**src/rtl/led_seq_pkg.sv**
```systemverilog
// Shared types, default timing constants and width helpers for the status-LED sequencer.
package led_seq_pkg;

  typedef enum logic [1:0] {
    ST_HB  = 2'd0,
    ST_ON  = 2'd1,
    ST_OFF = 2'd2,
    ST_GAP = 2'd3
  } state_t;

  localparam int DEF_CLK_DIV   = 25;
  localparam int DEF_ON_TICKS  = 4;
  localparam int DEF_OFF_TICKS = 4;
  localparam int DEF_GAP_TICKS = 16;
  localparam int DEF_HB_TICKS  = 8;
  localparam int DEF_CODE_W    = 4;

  // Bits needed to hold 0..value-1; never less than one bit.
  function automatic int clog2(input int value);
    int width;
    width = 0;
    while ((1 << width) < value) width++;
    return (width < 1) ? 1 : width;
  endfunction

  function automatic int max4(input int a, input int b, input int c, input int d);
    int m;
    m = a;
    if (b > m) m = b;
    if (c > m) m = c;
    if (d > m) m = d;
    return m;
  endfunction

endpackage

```
**src/rtl/tick_prescaler.sv**
```systemverilog
// Free-running clock prescaler producing a one-cycle tick strobe every CLK_DIV clocks.
module tick_prescaler
  import led_seq_pkg::*;
#(
  parameter int CLK_DIV = DEF_CLK_DIV
) (
  input  logic clk,
  input  logic reset,
  output logic tick
);

  localparam int PW = clog2(CLK_DIV);
  localparam logic [PW-1:0] LAST = PW'(CLK_DIV - 1);

  logic [PW-1:0] count;

  always_ff @(posedge clk or negedge reset) begin
    if (!reset) begin
      count <= '0;
    end else if (count == LAST) begin
      count <= '0;
    end else begin
      count <= count + PW'(1);
    end
  end

  assign tick = (count == LAST);

endmodule

```
**src/rtl/led_code_seq.sv**
```systemverilog
// Status-LED sequencer: heartbeat for code 0, otherwise N blinks followed by a gap, repeated.
// state | meaning
// HB    | heartbeat, LED toggles every HB_TICKS ticks
// ON    | blink lit for ON_TICKS ticks
// OFF   | dark between blinks for OFF_TICKS ticks
// GAP   | dark after the last blink for GAP_TICKS ticks
module led_code_seq
  import led_seq_pkg::*;
#(
  parameter int CLK_DIV   = DEF_CLK_DIV,
  parameter int ON_TICKS  = DEF_ON_TICKS,
  parameter int OFF_TICKS = DEF_OFF_TICKS,
  parameter int GAP_TICKS = DEF_GAP_TICKS,
  parameter int HB_TICKS  = DEF_HB_TICKS,
  parameter int CODE_W    = DEF_CODE_W
) (
  input  logic              clk,
  input  logic              reset,
  input  logic              code_valid,
  input  logic [CODE_W-1:0] code,
  output logic              code_ready,
  output logic              led,
  output logic              busy
);

  localparam int TW = clog2(max4(ON_TICKS, OFF_TICKS, GAP_TICKS, HB_TICKS));
  localparam logic [TW-1:0] ON_LAST  = TW'(ON_TICKS - 1);
  localparam logic [TW-1:0] OFF_LAST = TW'(OFF_TICKS - 1);
  localparam logic [TW-1:0] GAP_LAST = TW'(GAP_TICKS - 1);
  localparam logic [TW-1:0] HB_LAST  = TW'(HB_TICKS - 1);

  logic tick;

  tick_prescaler #(.CLK_DIV(CLK_DIV)) u_prescaler (
    .clk  (clk),
    .reset(reset),
    .tick (tick)
  );

  state_t            state, state_n;
  logic [TW-1:0]     tick_cnt, tick_cnt_n;
  logic [CODE_W-1:0] blink_cnt, blink_n;
  logic [CODE_W-1:0] cur_code, cur_n;
  logic [CODE_W-1:0] pend_code, pend_code_n;
  logic [CODE_W-1:0] load_code;
  logic              pend_vld, pend_vld_n;
  logic              ready_n, led_n, busy_n;
  logic              accept, consume;

  always_ff @(posedge clk or negedge reset) begin
    if (!reset) begin
      state      <= ST_HB;
      tick_cnt   <= '0;
      blink_cnt  <= '0;
      cur_code   <= '0;
      pend_code  <= '0;
      pend_vld   <= 1'b0;
      code_ready <= 1'b1;
      led        <= 1'b0;
      busy       <= 1'b0;
    end else begin
      state      <= state_n;
      tick_cnt   <= tick_cnt_n;
      blink_cnt  <= blink_n;
      cur_code   <= cur_n;
      pend_code  <= pend_code_n;
      pend_vld   <= pend_vld_n;
      code_ready <= ready_n;
      led        <= led_n;
      busy       <= busy_n;
    end
  end

  always_comb begin
    state_n    = state;
    tick_cnt_n = tick_cnt;
    blink_n    = blink_cnt;
    cur_n      = cur_code;
    led_n      = led;
    consume    = 1'b0;
    load_code  = '0;
    accept     = code_valid && code_ready;

    if (tick) begin
      case (state)
        ST_HB: begin
          if (tick_cnt == HB_LAST) begin
            tick_cnt_n = '0;
            led_n      = !led;
            // Half-period end is a boundary: a pending code takes over here.
            if (pend_vld) begin
              consume = 1'b1;
              cur_n   = pend_code;
              if (pend_code != '0) begin
                state_n = ST_ON;
                led_n   = 1'b1;
                blink_n = pend_code;
              end
            end
          end else begin
            tick_cnt_n = tick_cnt + TW'(1);
          end
        end
        ST_ON: begin
          if (tick_cnt == ON_LAST) begin
            tick_cnt_n = '0;
            led_n      = 1'b0;
            blink_n    = blink_cnt - CODE_W'(1);
            state_n    = (blink_cnt == CODE_W'(1)) ? ST_GAP : ST_OFF;
          end else begin
            tick_cnt_n = tick_cnt + TW'(1);
          end
        end
        ST_OFF: begin
          if (tick_cnt == OFF_LAST) begin
            tick_cnt_n = '0;
            led_n      = 1'b1;
            state_n    = ST_ON;
          end else begin
            tick_cnt_n = tick_cnt + TW'(1);
          end
        end
        ST_GAP: begin
          if (tick_cnt == GAP_LAST) begin
            tick_cnt_n = '0;
            load_code  = pend_vld ? pend_code : cur_code;
            if (pend_vld) begin
              consume = 1'b1;
              cur_n   = pend_code;
            end
            if (load_code == '0) begin
              state_n = ST_HB;
              led_n   = 1'b0;
            end else begin
              state_n = ST_ON;
              led_n   = 1'b1;
              blink_n = load_code;
            end
          end else begin
            tick_cnt_n = tick_cnt + TW'(1);
          end
        end
        default: begin
          state_n    = ST_HB;
          tick_cnt_n = '0;
          led_n      = 1'b0;
        end
      endcase
    end

    pend_vld_n  = (pend_vld && !consume) || accept;
    pend_code_n = accept ? code : pend_code;
    ready_n     = !pend_vld_n;
    busy_n      = (state_n != ST_HB);
  end

endmodule
```
**config.mk**
```make
export PLATFORM = sky130hd
export DESIGN_NAME = led_code_seq
export DESIGN_NICKNAME = d
export VERILOG_FILES = /design/src/rtl/led_seq_pkg.sv /design/src/rtl/tick_prescaler.sv /design/src/rtl/led_code_seq.sv
export SDC_FILE = /design/constraint.sdc
export NUM_CORES = 1
export LEC_CHECK = 0
export BUFFER_PORTS_ARGS = -buffer_cell sky130_fd_sc_hd__buf_2
export CAP_MARGIN = 25
export CORE_ASPECT_RATIO = 1.4
export CORE_MARGIN = 2
export CORE_UTILIZATION = 30
export CTS_CLUSTER_SIZE = 12
export DETAILED_ROUTE_END_ITERATION = 8
export SYNTH_ARGS = -nofsm -noshare
export SYNTH_HDL_FRONTEND = slang
export SYNTH_SLANG_ARGS = --single-unit
```
**constraint.sdc**
```tcl
create_clock -name clk -period 2.6 [get_ports clk]
set_input_delay 0.39 -clock clk [delete_from_list [all_inputs] [get_ports clk]]
set_output_delay 0.39 -clock clk [all_outputs]
set_load 0.1 [all_outputs]
```
==> flow_summary.json <==
{
  "status": "completed",
  "synthMostInstantiatedCell": "dfrtp_1",
  "place_area_sq_um": 1690,
  "cp_cell_sequence": "ha_1 > or3b_1 > o211ai_1 > nand4_1 > a211o_1",
  "path_max_fanout": 9,
  "drt-total-wl_microns": 3030,
  "max_freq_mhz": 455,
  "cp_top_family": "simple AND/OR/NAND/NOR gates",
  "worstPathRequired_ps": 2770,
  "netlist.area_leader.share": 0.408,
  "die_x_microns": 65.7,
  "cts_buffers": 3,
  "start_util": 0.309,
  "cap_violations": 0,
  "drt_iter0_drc": 36,
  "post_cts_resized": 0,
  "swShare": 0.268,
  "grt_max_degree": 28,
  "max_stage_delay_ps": 460,
  "synth-seq-cells": 27,
  "clk_pin_slew_ps": 90,
  "slew_headroom": 0.600,
  "antenna_found_initial": 0,
  "cts_max_path_buffers": 2,
  "numPortBuffers": 9,
  "postCtsHoldBufs": 0,
  "slowest_stage": "or3b_1",
  "pwr-share-seq": 0.585,
  "drc_errors": 0,
  "drive_gt1_frac": 0.196,
  "worstPathArrival_ps": 2360,
  "grt_usage": 0.115,
  "antenna_cells": 0,
  "clockPowerShare": 0.290,
  "syn_area_per_cell_sq_um": 10.4,
  "viasPerCell": 5.05,
  "die_h_microns": 90.3,
  "dieArea_sq_um": 5930,
  "crit_buf_inv": 0,
  "ir_drop_mv": 0.191,
  "met3_usage": 0.0200,
  "slew_viol_final": 0,
  "power.density_nw_per_um2": 473,
  "hpwl_microns": 2330,
  "worst_slew_pin_slew_ps": 600,
  "synth_edf_count": 0,
  "yosys_warnings": 0,
  "start_kind": "flip-flop",
  "p_sw_uw": 220,
  "grt.busiest_layer": "met2",
  "hp-class": "in2async",
  "synth-async-reset-ratio": 1.00,
  "postLayoutCellArea_sq_um": 1740,
  "rrSetupSlack_ps": 400,
  "synthTopCellsByCount": "dfrtp_1 (26), nand2_1 (14), inv_1 (11), ha_1 (10), mux2_2 (10)",
  "drtPass1Iterations": 4,
  "yosysUniqueCellTypes": 47,
  "period_minus_slack_ps": 2200,
  "grt_remaining_overflow": 0,
  "num_rows": 31,
  "synthesis.area_sq_um": 1600,
  "vias": 1157,
  "grt_pass1_wl_microns": 5330,
  "fillers": 527,
  "synth_area_leaders": "dfrtp_1 (41%), ha_1 (7.8%), mux2_2 (7.1%)",
  "clock_tree.root_cell": "clkbuf_8",
  "grt_setup_unrepaired": "no",
  "p_int_uw": 603,
  "first_global_vias": 1183,
  "hold_viol": 0,
  "setup_tns_ps": 0,
  "ys_seq_area_frac": 0.424,
  "yosysTopAreaCell": "dfrtp_1",
  "clk_latency_ps": 270,
  "crit_type": "reg2reg",
  "ff2ff_path_depth": 5,
  "holdWs_ps": 110,
  "htreeDepth": 1,
  "clkSinkCount": 27,
  "combPwrFrac": 0.125,
  "post_cts_buffers": 0,
  "core_sq_um": 5160,
  "synthCells": 153,
  "fin_nets": 181,
  "synth_fp_nets": 170,
  "use_met1": 0.131,
  "grt_use_met2": 0.206,
  "critPathCaptureType": "flip-flop",
  "synth_flop_cell": "dfrtp_1",
  "r2r-end": "blink_cnt[2]$_DFFE_PN0P_",
  "tritoncts": "yes",
  "wl_per_cell_microns": 13.2,
  "io_pins": 10,
  "fin_crit_sh": 0.845,
  "finalSetupViolCount": 0,
  "synthToLayoutAreaGrowth_pct": 8.93,
  "p_leak_nw": 0.813,
  "skew_ps": 5.15,
  "drtAntennaViolNets": 0,
  "globalplace.congestion": 0.778,
  "r2r_start": "tick_cnt[0]$_DFFE_PN0N_"
}
## metal layers
layer	wire length, microns	vias to the layer above	part of all wire
li1	-	582	-
met1	1270	559	0.42
met2	1630	9	0.54
met3	56	7	0.018
met4	68	0	0.022
met5	0	-	0
## flip-flops by register name, summed over array words and instances (netlist names)
register,count
cur_code,4
code_ready,1
pend_code,4
blink_cnt,4
led,1
u_prescaler.count,5
state,2
pend_vld,1
tick_cnt,4
busy,1
## layout make-up
type / count / area, sq um / share of cell area
well taps: 66 / 82.6 / 0.0475
clock inverters: 1 / 5.00 / 0.00288
inverters: 11 / 41.3 / 0.0237
repair buffers: 10 / 52.6 / 0.0302
multi-input cells: 111 / 840 / 0.483
clock buffers: 3 / 41.3 / 0.0237
flip-flops and latches: 27 / 677 / 0.389
## placed cells by master (no fill, tap or decap), types with 3 or more instances in the layout
master    synthesis  layout
a21oi_1           5       5
nand2_1          14      14
mux2i_1           3       3
mux2_2           10      10
nor2_1            8       8
xor2_1            3       3
ha_1             10      10
nand3_1           5       5
buf_2             1       9
clkbuf_8          0       3
inv_1            11      11
o21ai_0           8       8
dfrtp_1          26      26
nor3_1            4       4
## worst register-to-register path: cells and delay by family (launching register included)
family | cells | cell delay [ps]
AOI/OAI and AO/OA | 2 | 660
adders and majority gates | 1 | 260
DFF | 1 | 390
and+or+nand+nor | 2 | 790
## power groups by stage
stage                     combinational, mW  sequential (mW)  clock, mW
after floorplan                      0.0744            0.488          0
after global placement                0.103            0.492          0
after detailed placement              0.105            0.491          0
after CTS                             0.105            0.483      0.251
after global routing                  0.117            0.487      0.267
final                                 0.103            0.481      0.239
## worst max path at each step
stage	startpoint	end	slack, ps	depth (start not counted)
after floorplan	tick_cnt[0]$_DFFE_PN0N_	busy$_DFF_PN0_	610	6
after global placement	tick_cnt[0]$_DFFE_PN0N_	blink_cnt[2]$_DFFE_PN0P_	490	5
after detailed placement	tick_cnt[0]$_DFFE_PN0N_	blink_cnt[2]$_DFFE_PN0P_	440	5
after CTS	tick_cnt[0]$_DFFE_PN0N_	blink_cnt[2]$_DFFE_PN0P_	430	5
after global routing	tick_cnt[0]$_DFFE_PN0N_	blink_cnt[2]$_DFFE_PN0P_	220	5
final	tick_cnt[0]$_DFFE_PN0N_	blink_cnt[2]$_DFFE_PN0P_	400	5
## cell families after synthesis
family	share of synthesized area
AND/OR/NAND/NOR	0.163
XOR/XNOR	0.0219
multiplexers	0.0893
buffers and inverters	0.0502
AO/OA/AOI/OAI	0.173
adder cells (fa/ha/maj)	0.0784
flip-flops	0.424
## stage by stage
stage / utilization / setup WS [ps] / total power [mW] / std cells
floorplan: - / 615 / 0.563 / 153
global placement: 0.328 / 489 / 0.595 / 225
detailed placement: 0.328 / 441 / 0.597 / 225
CTS: 0.337 / 425 / 0.839 / 229
global route: 0.337 / 217 / 0.871 / 229
finish: 0.337 / 403 / 0.823 / 229
Power figures use the tool's default switching activity.
